<file path="config.mk">
export PLATFORM = sky130hd
export DESIGN_NAME = cp0_exc_unit
export DESIGN_NICKNAME = d
export VERILOG_FILES = /design/src/rtl/cp0_exc_unit.sv
export SDC_FILE = /design/constraint.sdc
export NUM_CORES = 1
export LEC_CHECK = 0
export CAP_MARGIN = 0
export CORE_MARGIN = 3
export CORE_UTILIZATION = 44
export CTS_CLUSTER_DIAMETER = 80
export DETAILED_ROUTE_END_ITERATION = 7
export PLACE_DENSITY = 0.86
export SLEW_MARGIN = 10
export SYNTH_ARGS = -nofsm -noshare
export SYNTH_HDL_FRONTEND = slang
export SYNTH_SLANG_ARGS = --single-unit
</file>
<file path="constraint.sdc">
create_clock -name clk -period 8.18 [get_ports clk]
set_input_delay 2.454 -clock clk [delete_from_list [all_inputs] [get_ports clk]]
set_output_delay 2.454 -clock clk [all_outputs]
set_load 0.03 [all_outputs]
</file>
<file path="src/rtl/cp0_exc_unit.sv">
// CP0 register file (SR/Cause/EPC) and exception/interrupt responder at the M stage.
// Optional Count/Compare timer is built when CP0_COUNT_EN is defined.
module cp0_exc_unit #(
  parameter logic [31:0] HANDLER_ADDR = 32'h0000_4180,
  parameter int unsigned HW_INT_W     = 6
) (
  input  logic                clk,
  input  logic                reset,
  input  logic                cp0_we,
  input  logic [4:0]          cp0_addr,
  input  logic [31:0]         cp0_wdata,
  output logic [31:0]         cp0_rdata,
  input  logic [31:0]         vpc,
  input  logic                bd_in,
  input  logic [4:0]          exc_code_in,
  input  logic                eret_in,
  input  logic [HW_INT_W-1:0] hw_int,
  output logic                req,
  output logic [31:0]         handler_pc,
  output logic [31:0]         epc_out
);

  typedef enum logic [4:0] {
    A_COUNT   = 5'd9,
    A_COMPARE = 5'd11,
    A_SR      = 5'd12,
    A_CAUSE   = 5'd13,
    A_EPC     = 5'd14
  } cp0_reg_e;

  logic [5:0]  sr_im;
  logic        sr_exl;
  logic        sr_ie;
  logic        cause_bd;
  logic [5:0]  cause_ip;
  logic [4:0]  cause_exc;
  logic [31:0] epc;

  logic [5:0]  hw_ext;
  logic [5:0]  ip_lines;
  logic        int_req;
  logic        exc_req;
  logic        mtc0_ok;

  always_comb begin
    hw_ext = '0;
    hw_ext[HW_INT_W-1:0] = hw_int;
  end

`ifdef CP0_COUNT_EN
  logic [31:0] count;
  logic [31:0] compare;
  logic        timer_pend;

  always_ff @(posedge clk or negedge reset) begin
    if (!reset) begin
      count      <= '0;
      compare    <= '0;
      timer_pend <= 1'b0;
    end else begin
      if (mtc0_ok && cp0_addr == A_COUNT) count <= cp0_wdata;
      else                                count <= count + 32'd1;
      if (mtc0_ok && cp0_addr == A_COMPARE) begin
        compare    <= cp0_wdata;
        timer_pend <= 1'b0;
      end else if (count == compare) begin
        timer_pend <= 1'b1;
      end
    end
  end

  assign ip_lines = hw_ext | {timer_pend, 5'b0};
`else
  assign ip_lines = hw_ext;
`endif

  assign int_req    = sr_ie & ~sr_exl & (|(ip_lines & sr_im));
  assign exc_req    = ~sr_exl & (exc_code_in != 5'd0);
  // Reset gates the combinational outputs so a held-in-reset core never redirects.
  assign req        = reset & (int_req | exc_req);
  assign mtc0_ok    = reset & cp0_we & ~req;
  assign handler_pc = HANDLER_ADDR;
  assign epc_out    = (mtc0_ok && cp0_addr == A_EPC) ? cp0_wdata : epc;

  always_ff @(posedge clk or negedge reset) begin
    if (!reset) begin
      sr_im     <= '0;
      sr_exl    <= 1'b0;
      sr_ie     <= 1'b0;
      cause_bd  <= 1'b0;
      cause_ip  <= '0;
      cause_exc <= '0;
      epc       <= '0;
    end else begin
      cause_ip <= ip_lines;
      if (req) begin
        sr_exl    <= 1'b1;
        cause_exc <= int_req ? 5'd0 : exc_code_in;
        cause_bd  <= bd_in;
        epc       <= bd_in ? (vpc - 32'd4) : vpc;
      end else begin
        if (mtc0_ok && cp0_addr == A_SR) begin
          sr_im  <= cp0_wdata[15:10];
          sr_exl <= cp0_wdata[1];
          sr_ie  <= cp0_wdata[0];
        end
        if (mtc0_ok && cp0_addr == A_EPC) epc <= cp0_wdata;
        // Placed after the SR write so eret owns EXL if both are asserted.
        if (eret_in) sr_exl <= 1'b0;
      end
    end
  end

  always_comb begin
    cp0_rdata = '0;
    case (cp0_addr)
      A_SR:      cp0_rdata = {16'b0, sr_im, 8'b0, sr_exl, sr_ie};
      A_CAUSE:   cp0_rdata = {cause_bd, 15'b0, cause_ip, 3'b0, cause_exc, 2'b0};
      A_EPC:     cp0_rdata = epc;
`ifdef CP0_COUNT_EN
      A_COUNT:   cp0_rdata = count;
      A_COMPARE: cp0_rdata = compare;
`endif
      default:   cp0_rdata = '0;
    endcase
  end

endmodule

</file>
==> results.md <==
* Worst Setup End Kind: output pin
* HPWL after DPL at 8588 um
* Die Y at 97.20 um
* Yosys top cell by area: dfrtp_1
* Clock transition at the registers of the reported paths at 0.09 ns
* Number of synthesized flops with an enable pin at 0
* Power Density at 172.0 mW/mm^2
* Area delta synth->final at 40.92%
* Final Hold Vio Count at 0
* Mapped Area at 0.003660 sq mm
* Worst hold path class: reg2reg
* CORE AREA at 0.007888 sq mm
* Post-CTS Setup Repair Bufs at 0
* Crit path required time at 5.73 ns
* Post-DR vias/cell at 5.351
* # diodes at 0
* GR Overflow Total at 0
* Slew @ Worst Pin at 0.6964 ns
* Critical Path AT at 5.25 ns
* Drt pass-1 iters at 4
* Worst setup SP type: primary input
* Synth cell count leaders: nand2_1 (90), dfrtp_1 (52), buf_4 (33)
* Final min period at 7.706 ns
* CTS HTree Levels at 2
* Clock latency on the worst-skew pair at 0.31 ns
* RSZ-0062 raised after global routing: no
* Synth Flop Type: dfrtp_1
* Final Cycle Share at 94.20%
* Power consumption at 0.0008873 W
* I/O Pins at 182
* Static Leak at 2.186 nW
* Synth area leaders: dfrtp_1 (36%), nand2_1 (9.2%), buf_4 (6.8%)
* Post-Syn Area per Cell at around 8.6 sq um
* CTS tree: done
* Layout cells sized above 1 at a little over an eighth
* Chip Width at 97.20 um
* Cts hold-fix bufs at 0
* FMAX at 129.8 MHz
* Post-synth top area share at 35.56%
* Largest net degree at the start of global routing at 60
* Initial antenna violation count at 0
* Drt drc at 0
* Row count at 32
* Fin. max-slew vios at 0
* Number of CTS-inserted buffers at 5
* GR Util All Layers at 23.54%
* Post-CTS Resized at 0
* Deepest clock path buffer count at 2
* Fillers at about 660
* Final Wtd Congestion at 0.8602
* Register area share after synthesis at about 36%
* Slew margin rel. at 53.57%
* Skew final at 0.01272 ns
* VDD IR-drop max at 0.09118 mV
* Unique masters post-synth at 48
* Vias in the first global route at 3582
* Root buffer cell: clkbuf_8
* Antenna Nets Post-Route at 0
* Cell with the most instances after synthesis: nand2_1
* WL final at approximately 11000 um
* Vias at 3585
* Sink Count at 52
* Crit Path Max Fanout at 22
* Gate Count Post-Synth at 427
* Final Setup Violations at 0
* Total die area at 0.009448 sq mm
* Max-cap viol count at 0
* Routed WL per cell at 16.76 um
* Hold Slack at 0.4932 ns
* Status: complete, no violations
* Starting Density at 46.40%
* # port buffers at 149
* Yosys reg bits at 52
* Sum Neg Setup Slack at 0 ns
* Synth Warn # at 0
* DR iter-0 viols at 142
* Nets at roughly 650
* First-pass GRT wire length at 18350 um
* Post-synthesis async set-or-reset flop share at 100.0%
* CP Class: in2out
-- through the flow --
| stage | util, % | std cells | instance area, sq um | worst slack, ns |
|---|---|---|---|---|
| 2_1_floorplan | - | 457 | 3772 | 1.644 |
| 3_3_place_gp | 63.98 | 662 | 5046 | 0.5366 |
| 3_5_place_dp | 63.98 | 662 | 5046 | 0.4523 |
| 4_1_cts | 65.39 | 670 | 5157 | 0.4660 |
| 5_1_grt | 65.39 | 670 | 5157 | 0.3524 |
| 6_report | 65.39 | 670 | 5157 | 0.4741 |
-- state kept, by name, indices dropped and copies added (netlist names) --
register and count:
epc 32, cause_ip 6, sr_im 6, cause_exc 5, cause_bd 1, sr_exl 1, sr_ie 1
-- per-layer routing --
layer,vias to the layer above,wire (um),GRT usage [%]
li1,1705,-,-
met1,1723,4607,29.64
met2,135,5652,40.82
met3,22,717,4.882
met4,0,255,6.479
met5,-,0,0
-- critical path, stage by stage --
cell and delay [ns]:
clkdlybuf4s50_1 0.43, or3_4 0.42, o41ai_4 0.37, and3_2 0.57
mux2_2 0.40, clkdlybuf4s50_1 0.61
-- cell type report --
class                      instances  area [sq um]  share of cell area [%]
inverter                          11         41.29                  0.8006
timing repair buffer             157          1494                   28.97
multi-input combinational        340          2082                   40.37
clock inverter                     3         42.54                  0.8248
clock buffer                       5         68.82                   1.334
tap                              102         127.6                   2.475
sequential                        52          1301                   25.23
-- logic make-up after synthesis --
| kind of cell | count (synthesis) | synth area share, % |
|---|---|---|
| and+or+nand+nor | 175 | 23.28 |
| AOI/OAI and AO/OA | 77 | 14.87 |
| buffers and inverters | 65 | 10.91 |
| DFF | 52 | 35.56 |
| muxes | 28 | 8.376 |
| xor gates and xnor gates | 27 | 6.462 |
| other | 2 | 0.2052 |
| adders and majority gates | 1 | 0.3418 |
-- power breakdown --
group	switching, W	total, W	internal (W)
sequential	0.0000263	0.000332	0.000305
combinational	0.000217	0.000374	0.000157
clock	0.0000914	0.000182	0.0000908
total	0.000334	0.000887	0.000553
-- worst paths after layout --
path / start / to / slack [ns] / depth (start not counted)
setup / recovery: exc_code_in[0] / epc_out[14] / 0.47 / 6
hold / removal: cause_bd / cause_bd / 0.49 / 2
setup reg to reg: sr_im[0] / epc[7] / 5.34 / 6
hold reg to reg: cause_bd / cause_bd / 0.49 / 2
max in group asynchronous: reset / epc[26] / 5.40 / 2
min in group asynchronous: reset / sr_exl / 2.30 / 2
-- placed cells by master, fill, tap and decap left out, types with 11 or more instances in the layout --
master,netlist,final
conb_1,2,32
nand2_1,90,90
dfrtp_1,52,52
a22oi_1,21,21
mux2_2,21,21
a22o_1,11,11
buf_4,33,33
xnor2_1,19,19
and2_1,18,18
clkdlybuf4s50_1,0,122
o21ai_0,13,13
nor2_1,12,12
a21oi_1,22,22
nor3_1,16,16
Power figures use the tool's default switching activity.
